## src/rtl/td4_pkg.sv

```systemverilog
// td4_pkg: shared TD4 sizing constants and the program loader state encoding.
package td4_pkg;
    localparam int MEM_DEPTH = 16;
    localparam int ADDR_W = 4;
    localparam int NIBBLE_W = 4;
    localparam logic [ADDR_W-1:0] LAST_ADDR = 4'hF;

    typedef enum logic [2:0] {
        ST_IDLE,
        ST_LO,
        ST_HI,
        ST_WRITE,
`ifdef PROGRAM_LOADER_VERIFY_EN
        ST_VERIFY,
`endif
        ST_DONE
    } loader_state_t;
endpackage

```

## src/rtl/sync_edge.sv

```systemverilog
// sync_edge: 2-FF synchronizer for an asynchronous pin plus a one-cycle rising-edge pulse.
module sync_edge (
    input  logic clk,
    input  logic rst,
    input  logic async_in,
    output logic pulse
);
    logic [2:0] sr;

    always_ff @(posedge clk) begin
        if (rst) sr <= '0;
        else     sr <= {sr[1:0], async_in};
    end

    assign pulse = sr[1] & ~sr[2];
endmodule

```

## src/rtl/program_loader.sv

```systemverilog
// program_loader: nibble-serial writer for the TD4 16x8 instruction memory.
// Define PROGRAM_LOADER_VERIFY_EN to add a read-back VERIFY cycle after each write.
import td4_pkg::*;

module program_loader (
    input  logic                clk,
    input  logic                rst,
    input  logic                load_req,
    input  logic [NIBBLE_W-1:0] nib_in,
    input  logic                nib_stb,
    output logic [ADDR_W-1:0]   mem_addr,
    output logic [NIBBLE_W-1:0] mem_opcode,
    output logic [NIBBLE_W-1:0] mem_immediate,
    output logic                mem_write,
    input  logic [NIBBLE_W-1:0] mem_opcode_rd,
    input  logic [NIBBLE_W-1:0] mem_immediate_rd,
    output logic                cpu_halt,
    output logic                busy,
    output logic                done,
    output logic                verify_err
);
    loader_state_t state, state_next;
    logic ld_q, ld_rise, stb_pulse, idle_like, step_st;
    logic [2:0] last_state_unused_pad;

    sync_edge u_stb (
        .clk      (clk),
        .rst      (rst),
        .async_in (nib_stb),
        .pulse    (stb_pulse)
    );

    assign ld_rise   = load_req & ~ld_q;
    assign idle_like = (state == ST_IDLE) || (state == ST_DONE);
    assign last_state_unused_pad = '0;
`ifdef PROGRAM_LOADER_VERIFY_EN
    assign step_st = (state == ST_VERIFY);
`else
    assign step_st = (state == ST_WRITE);
`endif

    always_ff @(posedge clk) begin
        if (rst) begin
            state <= ST_IDLE;
            ld_q  <= 1'b0;
        end else begin
            state <= state_next;
            ld_q  <= load_req;
        end
    end

    // Abort on load_req low takes priority over every in-session transition.
    always_comb begin
        state_next = state;
        case (state)
            ST_IDLE, ST_DONE: state_next = ld_rise ? ST_LO : state;
            ST_LO:            state_next = !load_req ? ST_IDLE : stb_pulse ? ST_HI : ST_LO;
            ST_HI:            state_next = !load_req ? ST_IDLE : stb_pulse ? ST_WRITE : ST_HI;
`ifdef PROGRAM_LOADER_VERIFY_EN
            ST_WRITE:         state_next = !load_req ? ST_IDLE : ST_VERIFY;
            ST_VERIFY:        state_next = !load_req ? ST_IDLE : (mem_addr == LAST_ADDR) ? ST_DONE : ST_LO;
`else
            ST_WRITE:         state_next = !load_req ? ST_IDLE : (mem_addr == LAST_ADDR) ? ST_DONE : ST_LO;
`endif
            default:          state_next = ST_IDLE;
        endcase
    end

    always_comb begin
        busy      = !idle_like;
        cpu_halt  = !idle_like;
        done      = (state == ST_DONE);
        mem_write = (state == ST_WRITE) && !rst;
    end

    always_ff @(posedge clk) begin
        if (rst) begin
            mem_addr      <= '0;
            mem_opcode    <= '0;
            mem_immediate <= '0;
        end else begin
            if (idle_like && ld_rise) mem_addr <= '0;
            if (state == ST_LO && stb_pulse) mem_opcode <= nib_in;
            if (state == ST_HI && stb_pulse) mem_immediate <= nib_in;
            if (step_st && state_next == ST_LO) mem_addr <= mem_addr + 4'd1;
        end
    end

`ifdef PROGRAM_LOADER_VERIFY_EN
    always_ff @(posedge clk) begin
        if (rst) verify_err <= 1'b0;
        else if (idle_like && ld_rise) verify_err <= 1'b0;
        else if (state == ST_VERIFY && {mem_immediate_rd, mem_opcode_rd} != {mem_immediate, mem_opcode}) verify_err <= 1'b1;
    end
`else
    logic unused_rd;
    assign unused_rd  = ^{mem_opcode_rd, mem_immediate_rd, last_state_unused_pad};
    assign verify_err = 1'b0;
`endif
endmodule

```

## config.mk

```make
export PLATFORM = sky130hd
export DESIGN_NAME = program_loader
export DESIGN_NICKNAME = d
export VERILOG_FILES = /design/src/rtl/td4_pkg.sv /design/src/rtl/sync_edge.sv /design/src/rtl/program_loader.sv
export SDC_FILE = /design/constraint.sdc
export NUM_CORES = 1
export LEC_CHECK = 0
export CORE_MARGIN = 2
export CORE_UTILIZATION = 43
export CTS_CLUSTER_DIAMETER = 50
export DETAILED_ROUTE_END_ITERATION = 12
export MAX_ROUTING_LAYER = met4
export PLACE_DENSITY = 0.86
export REMOVE_ABC_BUFFERS = 1
export SLEW_MARGIN = 20
export SYNTH_ARGS = -nofsm -noshare
export SYNTH_HDL_FRONTEND = slang
export SYNTH_SLANG_ARGS = --single-unit
```

## constraint.sdc

```tcl
create_clock -name clk -period 1.8 [get_ports clk]
set_clock_uncertainty 0.1 [all_clocks]
set_input_delay 0.18 -clock clk [delete_from_list [all_inputs] [get_ports clk]]
set_output_delay 0.18 -clock clk [all_outputs]
set_load 0.05 [all_outputs]
```

==> run_results.csv, run 1 <==
group,metric,value,unit
sta,setup_viol,0,
synth,synth-async-reset-ratio,0,
route,drt_pass1_iterations,4,
critical_path,worstPathBufferInverterCount,1,
sta,clock.fmax,0.5808,GHz
critical_path,max_stage_delay,0.81,ns
sta,fin_ws,0.07833,ns
synth,yosys.area.top_type_share,0.4170,
synth,yosysSeqAreaShare,0.4170,
die,initial_utilization,0.4602,
power_and_ir_drop,vdd_ir_drop_max,0.0004565,V
cts,clk_pin_slew,0.10,ns
die,core,1982,um^2
cts,cts_tree,"built",
grt,track_usage,0.1834,
place,dpl.cell_count,144,
critical_path,crit_path_end_kind,"output pin",
synth,yosys.area.top_type,"dfxtp_1",
die,die_w,50.06,um
grt,grt_max_degree,12,
route,vias,806,
cts,numClockSinks,19,
route,ant_nets,0,
synth,synth-seq-cells,19,
layout,final_util,0.6035,
grt,antenna_found_initial,0,
route,viasPerCell,5.446,
route,drtIter0Drc,10,
critical_path,crit_type,"flop to output pin",
sta,rsz0062_at_grt,"no",
critical_path,start_kind,"flop",
synth,synth_edf_count,0,
status,status,"finished, final reports clean",
cts,cts_made_buffers,3,
critical_path,cp.required,1.52,ns
die,die_h,50.06,um
die,dieArea,2506,um^2
place,gp_congestion,0.7929,
sta,hold_ws,0.3459,ns
cts,cts_max_path_buffers,2,
sta,setup_tns,0,ns
grt,first_global_vias,818,
sta,min_period,1.722,ns
cts,clk_latency,0.29,ns
synth,synth.avg_cell_area,9.121,um^2
sta,hold_violations,0,
power_and_ir_drop,finalPower,0.7496,mW
sta,worst_slew_pin_slew,0.5013,ns
layout,fin_area,1196,um^2
critical_path,startpoint,"mem_immediate[3]$_SDFFE_PP0P_",
synth,synthFlopType,"dfxtp_1",
layout,finalNetCount,139,
place,port_buffers,23,
power_and_ir_drop,pwr_density_cell,626.7,nW/um^2
min_path,hp-start,"nib_stb",
flow_run,cap_viol_max_count,0,
sta,slew_viol_final,0,
grt,grt_overflow,0,
critical_path,cp_slowest_cell,"clkdlybuf4s50_1",
cts,htree_levels,1,
synth,synth.top_cells.by_area,"dfxtp_1, a21oi_1, nand3_1, o21ai_1, nor2b_1",
critical_path,critPathArrivalTime,1.44,ns
place,place_hpwl,1.523,mm
layout,synthToLayoutAreaGrowth,31.14,%
synth,ys_types,36,
cts,ctsHoldBuffers,0,
route,drt_wl_total,1.944,mm
sta,post-route-period-util,0.9565,
die,io_pins,33,
layout,layoutNonFillerInstCount,148,
layout,layout-drive-gt1-share,0.1901,
synth,netlist_area,912.1,um^2
layout,multiInputGateArea,466.7,um^2
place,placed_area,1167,um^2
min_path,hold_path_class,"input pin to flop",
layout,num-fill-cells,173,
cts,root_buffer,"clkbuf_4",
critical_path,crit_family,"buffers and inverters",
synth,syn_inst,100,
grt,grt_pass1_wl,3.470,mm
critical_path,r2r-start,"mem_addr[0]$_SDFFE_PP0P_",
sta,maxSlewHeadroom,0.6648,
route,routedWlPerCell,13.14,um
power_and_ir_drop,power_leakage,0.4549,nW
critical_path,path_cells,"clkdlybuf4s50_1",
die,rows,16,
route,drc,0,
place,pre_cts_slack,0.1057,ns
layout,regArea,382.9,um^2
synth,synth_warnings,0,
layout,diodes,0,
critical_path,cp_max_fo,2,
-- area by class of cell --
| type | instances | share of cell area |
|---|---|---|
| sequential | 19 | 0.3201 |
| inverter | 3 | 0.009414 |
| timing repair buffer | 25 | 0.2301 |
| multi-input combinational | 70 | 0.3902 |
| clock buffer | 4 | 0.02197 |
| tap | 27 | 0.02824 |
-- sequential cells by signal (all words and copies together), names as in the netlist --
signal,flops
state,3
mem_immediate,4
ld_q,1
mem_addr,4
mem_opcode,4
u_stb.sr,3
-- cells by family (layout without fill, tap and decap cells) --
family | Yosys count | after routing | synth area share
and+or+nand+nor | 36 | 36 | 0.2743
AOI/OAI and AO/OA | 31 | 31 | 0.2085
DFF | 19 | 19 | 0.4170
buffers and inverters | 11 | 32 | 0.07133
adders and majority gates | 1 | 1 | 0.01372
other | 1 | 1 | 0.004111
muxes | 1 | 1 | 0.01097
-- cells in the final DEF, fill, tap and decap left out, types with 2 or more instances in the layout --
cell type | netlist | layout
a21oi_1 | 12 | 12
and4b_1 | 2 | 2
buf_12 | 0 | 4
buf_4 | 4 | 6
clkbuf_4 | 0 | 3
clkdlybuf4s50_1 | 0 | 15
dfxtp_1 | 19 | 17
dfxtp_2 | 0 | 2
inv_1 | 3 | 3
nand2_1 | 3 | 3
nand2b_1 | 4 | 4
nand3_1 | 8 | 8
nor2b_1 | 6 | 6
nor3b_2 | 2 | 2
o211ai_1 | 2 | 2
o21ai_0 | 2 | 2
o21ai_1 | 8 | 8
or3_1 | 2 | 2
-- per-layer routing --
layer,track usage,routed length [um]
met1,0.1996,799
met2,0.3224,1014
met3,0.03636,121
met4,0.07407,8
met5,-,0
-- path summary, 6_finish.rpt --
path / cells after the start / endpoint / slack [ns]
worst max register to register: 4 / mem_addr[0]$_SDFFE_PP0P_ / 0.28
worst min-delay path: 2 / u_stb.sr[0]$_SDFF_PP0_ / 0.35
worst max-delay path: 1 / mem_immediate[3] / 0.08
worst min register to register: 1 / u_stb.sr[1]$_SDFF_PP0_ / 0.35
-- synth_stat cells (all sizes together), types with 2 or more instances --
library cell  count
clkbuf            2
o211ai            2
or3               2
and4b             2
dfxtp            19
buf               6
nor2b             6
o21ai            10
nand2             3
nand2b            4
nor3b             2
nand3             8
a21oi            13
inv               3
-- repair_timing --
action | CTS | global route
resized for setup | 0 | 2
setup endpoints to repair | 0 | 1
setup buffers | 0 | 0
-- where the power goes --
group | internal, mW | switching, mW | total, mW
logic | 0.0477 | 0.0573 | 0.105
registers | 0.428 | 0.00814 | 0.436
clock network | 0.0860 | 0.123 | 0.209
Power figures use the tool's default switching activity.
==> run 2: changes to the inputs <==
--- a/config.mk
+++ b/config.mk
@@ -6,11 +6,11 @@
 export NUM_CORES = 1
 export LEC_CHECK = 0
 export CORE_MARGIN = 2
-export CORE_UTILIZATION = 43
+export CORE_UTILIZATION = 46
 export CTS_CLUSTER_DIAMETER = 50
 export DETAILED_ROUTE_END_ITERATION = 12
 export MAX_ROUTING_LAYER = met4
-export PLACE_DENSITY = 0.86
+export PLACE_DENSITY = 0.91
 export REMOVE_ABC_BUFFERS = 1
 export SLEW_MARGIN = 20
 export SYNTH_ARGS = -nofsm -noshare
==> constraint.sdc (replaced) <==
create_clock -name clk -period 2.2 [get_ports clk]
set_clock_uncertainty 0.1 [all_clocks]
set_input_delay 0.22 -clock clk [delete_from_list [all_inputs] [get_ports clk]]
set_output_delay 0.22 -clock clk [all_outputs]
set_load 0.05 [all_outputs]
==> run 2 against run 1 <==
Net effect: global-route usage is 0.61 points lower; combinational power is 28% lower; clock power is 14% lower; count of clock-buffer cells in the layout is 1 lower; final area is 1.2% lower; worst hold slack better by 0.0055 ns; first-iteration DRC count is 40% lower; largest cell class unchanged; largest power group unchanged; highest routed layer unchanged.
==> run_results.csv, run 2 (synthesized netlist as in run 1, its figures left out) <==
group,metric,value,unit
grt,antenna_found_initial,0,
critical_path,worst-r2r-setup-slack,0.68,ns
cts,cts_tree,"built",
layout,num-fill-cells,178,
route,drt_wl_total,1.866,mm
grt,grt_overflow,0,
sta,worst_slew_pin_slew,0.5065,ns
layout,synthToLayoutAreaGrowth,29.63,%
die,rows,16,
cts,htree_levels,1,
grt,met1_usage,0.2027,
critical_path,crit_end,"mem_addr[3]",
layout,fin_area,1182,um^2
sta,post-route-period-util,0.8663,
sta,setup_tns,0,ns
die,core,1922,um^2
die,initial_utilization,0.4746,
grt,met2_usage,0.3102,
route,drc,0,
route,drt_pass1_iterations,4,
flow_run,cap_viol_max_count,0,
place,dpl.cell_count,144,
grt,grt-busiest-layer,"met2",
min_path,hp-start,"u_stb.sr[0]$_SDFF_PP0_",
cts,cts_setup_buffers,0,
place,place_hpwl,1.389,mm
sta,min_period,1.906,ns
layout,layout-drive-gt1-share,0.1240,
die,die_w,48.53,um
cts,cts_made_buffers,3,
layout,diodes,0,
min_path,hold_path_class,"flop to flop",
critical_path,cp.depth,1,
route,viasPerCell,5.419,
critical_path,cp_max_fo,7,
power_and_ir_drop,vdd_ir_drop_max,0.0003973,V
die,die_h,48.53,um
place,port_buffers,23,
critical_path,ff2ff_path_depth,3,
critical_path,cp_slowest_cell,"clkdlybuf4s50_1",
cts,clk_latency,0.31,ns
grt,track_usage,0.1772,
route,drtIter0Drc,6,
critical_path,path_cells,"clkdlybuf4s50_1",
layout,layoutNonFillerInstCount,148,
die,io_pins,33,
place,gp_congestion,0.7550,
sta,setup_viol,0,
route,ant_nets,0,
grt,grtUsageMet3,0.03086,
critical_path,crit_path_end_kind,"output pin",
sta,clock.fmax,0.5247,GHz
grt,grt_pass1_wl,3.318,mm
grt,grt_max_degree,12,
critical_path,critPathArrivalTime,1.59,ns
cts,numClockSinks,19,
cts,ctsHoldBuffers,0,
critical_path,worstPathBufferInverterCount,1,
sta,rsz0062_at_grt,"no",
critical_path,r2r-start,"state[1]$_SDFF_PP0_",
layout,layout_common_cells,"clkdlybuf4s50_1, dfxtp_1, a21oi_1",
layout,finalNetCount,139,
cts,root_buffer,"clkbuf_4",
critical_path,crit_family,"buffers and inverters",
cts,clk_pin_slew,0.12,ns
cts,postCtsResizedCells,0,
critical_path,r2r-end,"mem_addr[2]$_SDFFE_PP0P_",
route,vias,802,
critical_path,crit_type,"flop to output pin",
route,routedWlPerCell,12.61,um
sta,hold_violations,0,
cts,cts_max_path_buffers,2,
critical_path,start_kind,"flop",
layout,multiInputGateArea,466.7,um^2
layout,reg_top3,"mem_addr: 4 flops, mem_immediate: 4 flops, mem_opcode: 4 flops",
critical_path,cp.required,1.88,ns
die,dieArea,2355,um^2
layout,regArea,380.4,um^2
place,placed_area,1147,um^2
critical_path,startpoint,"mem_addr[3]$_SDFFE_PP0P_",
power_and_ir_drop,power_leakage,0.4826,nW
power_and_ir_drop,pwr_density_cell,518.0,nW/um^2
layout,final_util,0.6152,
sta,slew_viol_final,0,
critical_path,max_stage_delay,0.84,ns
grt,first_global_vias,785,
sta,hold_ws,0.3514,ns
sta,maxSlewHeadroom,0.6618,
status,status,"finished, final reports clean",
[run 2: cell types whose count changed in the layout (fill, tap and decap cells not counted)]
cell,change
clkdlybuf4s50_1,+4
dlymetal6s2s_1,+3
dfxtp_1,+2
buf_12,-3
clkbuf_1,-1
clkinv_2,+1
dfxtp_2,-2
buf_4,-4
[run 2: worst reg2reg max path: cells and delay by family (launching register included)]
kind             cells  cell delay [ns]
flip-flops           1             0.43
AND/OR/NAND/NOR      1             0.62
AO/OA/AOI/OAI        2             0.25
[run 2: cell type report]
class | instances | area share
Tap cell | 27 | 0.02857
Sequential cell | 19 | 0.3217
Multi-Input combinational cell | 70 | 0.3947
Inverter | 3 | 0.009524
Clock inverter | 1 | 0.004233
Timing Repair Buffer | 25 | 0.2222
Clock buffer | 3 | 0.01905
[run 2: stage by stage]
stage,total power [mW],setup slack (ns)
2_1_floorplan,0.4042,0.2654
3_3_place_gp,0.4379,0.4062
3_5_place_dp,0.4400,0.3905
4_1_cts,0.6159,0.03530
5_1_grt,0.6385,0.2253
6_report,0.6125,0.2942
[run 2: report_power, final]
group	total (mW)	leakage [nW]	switching [mW]	internal, mW
logic	0.0759	0.311	0.0440	0.0320
registers	0.356	0.154	0.00659	0.350
clock network	0.180	0.0177	0.113	0.0678
total	0.612	0.483	0.163	0.449
[run 2: worst min-delay path by stage]
| stage | to | slack [ns] | cells past startpoint |
|---|---|---|---|
| after global placement | u_stb.sr[1]$_SDFF_PP0_ | 0.32 | 1 |
| after detailed placement | u_stb.sr[1]$_SDFF_PP0_ | 0.33 | 1 |
| final | u_stb.sr[1]$_SDFF_PP0_ | 0.35 | 1 |
| after CTS | u_stb.sr[1]$_SDFF_PP0_ | 0.36 | 1 |
| after global routing | u_stb.sr[0]$_SDFF_PP0_ | 0.37 | 2 |
| after floorplan | mem_addr[0]$_SDFFE_PP0P_ | 0.18 | 1 |
[run 2: per-layer routing]
| layer | up-vias | part of all wire |
|---|---|---|
| li1 | 401 | - |
| met1 | 369 | 0.45 |
| met2 | 30 | 0.49 |
| met3 | 2 | 0.055 |
| met4 | 0 | 0.0091 |
| met5 | - | 0 |
==> run 3: changes to the inputs <==
--- a/config.mk
+++ b/config.mk
@@ -5,12 +5,14 @@
 export SDC_FILE = /design/constraint.sdc
 export NUM_CORES = 1
 export LEC_CHECK = 0
+export CORE_ASPECT_RATIO = 1.4
 export CORE_MARGIN = 2
 export CORE_UTILIZATION = 46
 export CTS_CLUSTER_DIAMETER = 50
 export DETAILED_ROUTE_END_ITERATION = 12
+export GPL_TIMING_DRIVEN = 0
 export MAX_ROUTING_LAYER = met4
-export PLACE_DENSITY = 0.91
+export PLACE_DENSITY = 0.9
 export REMOVE_ABC_BUFFERS = 1
 export SLEW_MARGIN = 20
 export SYNTH_ARGS = -nofsm -noshare
==> run 3 against run 2 <==
Net effect: utilization shrank 2.0 points; critical path depth grew 2; power shrank 1.3%; die area grew 0.22%; wire length grew 5.8%; fmax shrank 4.4%; sequential power is essentially flat; via count grew 1.1%; critical path type unchanged; highest routed layer unchanged.
==> run_results.csv, run 3 (synthesized netlist as in run 1, its figures left out) <==
group,metric,value,unit
cts,ctsHoldBuffers,0,
sta,post-route-period-util,0.9058,
cts,cts_setup_buffers,0,
layout,layout_common_cells,"dfxtp_1, clkdlybuf4s50_1, a21oi_1",
cts,root_buffer,"clkbuf_4",
status,status,"finished, final reports clean",
die,initial_utilization,0.4737,
sta,worst_slew_pin_slew,0.7400,ns
cts,cts_max_path_buffers,2,
place,port_buffers,23,
place,gp_congestion,0.8050,
route,drtIter0Drc,20,
route,drc,0,
die,rows,19,
cts,clk_pin_slew,0.10,ns
layout,regArea,380.4,um^2
power_and_ir_drop,finalPower,0.6044,mW
power_and_ir_drop,pwr_density_cell,527.4,nW/um^2
sta,hold_violations,0,
cts,numClockSinks,19,
layout,fin_area,1146,um^2
critical_path,crit_path_end_kind,"output pin",
critical_path,critPathArrivalTime,1.67,ns
critical_path,crit_type,"flop to output pin",
grt,grt_pass1_wl,3.153,mm
cts,htree_levels,1,
layout,synthToLayoutAreaGrowth,25.65,%
min_path,hold_path_class,"flop to flop",
cts,cts_tree,"built",
grt,track_usage,0.1764,
layout,layout-drive-gt1-share,0.09244,
critical_path,cp.required,1.88,ns
die,dieArea,2360,um^2
layout,diodes,0,
layout,multiInputGateArea,466.7,um^2
critical_path,worst-r2r-setup-slack,0.67,ns
die,io_pins,33,
critical_path,cp_max_fo,11,
layout,finalNetCount,137,
sta,rsz0062_at_grt,"no",
critical_path,start_kind,"flop",
sta,fin_ws,0.2073,ns
sta,setup_viol,0,
die,core,1926,um^2
flow_run,cap_viol_max_count,0,
power_and_ir_drop,power_leakage,0.4717,nW
grt,antenna_found_initial,0,
place,pre_cts_slack,-0.3217,ns
layout,reg_top3,"mem_addr: 4 flops, mem_immediate: 4 flops, mem_opcode: 4 flops",
cts,cts_made_buffers,3,
place,place_hpwl,1.470,mm
route,drt_wl_total,1.975,mm
route,drt_pass1_iterations,4,
sta,maxSlewHeadroom,0.5067,
sta,slew_viol_final,0,
place,placed_area,1115,um^2
layout,final_common_cell,"dfxtp_1",
grt,grt_overflow,0,
route,routedWlPerCell,14.11,um
critical_path,crit_family,"buffers and inverters",
power_and_ir_drop,vdd_ir_drop_max,0.0003648,V
layout,num-fill-cells,184,
die,die_h,56.69,um
grt,grt_max_degree,22,
route,ant_nets,0,
critical_path,path_cells,"nand2_1 -> nor3_1 -> dlygate4sd2_1",
sta,clock.fmax,0.5018,GHz
critical_path,cp_slowest_cell,"dlygate4sd2_1",
grt,first_global_vias,792,
critical_path,worstPathBufferInverterCount,1,
sta,min_period,1.993,ns
route,vias,811,
sta,setup_tns,0,ns
cts,clk_latency,0.30,ns
route,viasPerCell,5.793,
die,die_w,41.64,um
critical_path,max_stage_delay,0.55,ns
## run 3: power breakdown
group,switching [mW],internal (mW),total [mW]
clock network,0.105,0.0707,0.176
registers,0.00634,0.350,0.356
logic,0.0439,0.0290,0.0729
## run 3: final cells by class
class,instances,share of cell area
Multi-Input combinational cell,70,0.4072
Inverter,3,0.009825
Tap cell,21,0.02293
Sequential cell,19,0.3319
Timing Repair Buffer,23,0.2052
Clock buffer,4,0.02293
## run 3: what timing repair did
action | in CTS | in global routing
gates resized for setup | 2 | 3
pin swaps | 0 | 0
setup endpoints to repair | 1 | 3
## run 3: through the flow
step	utilization	std cells	hold slack (ns)
2_1_floorplan	-	92	0.1824
3_3_place_gp	0.5789	136	0.3178
3_5_place_dp	0.5789	136	0.3361
4_1_cts	0.5913	140	0.3553
5_1_grt	0.5952	140	0.3762
6_report	0.5952	140	0.3570
## run 3: path summary, 6_finish.rpt
check,to,from,cells after the start
worst max-delay path,mem_write,state[1]$_SDFF_PP0_,3
worst min-delay path,u_stb.sr[1]$_SDFF_PP0_,u_stb.sr[0]$_SDFF_PP0_,1
worst max register to register,mem_addr[1]$_SDFFE_PP0P_,state[1]$_SDFF_PP0_,3
worst min register to register,u_stb.sr[1]$_SDFF_PP0_,u_stb.sr[0]$_SDFF_PP0_,1
## run 3: routing by layer
layer,wire (um),GRT usage
met1,810,0.1647
met2,1017,0.3080
met5,0,-
met3,91,0.03859
met4,56,0.1290
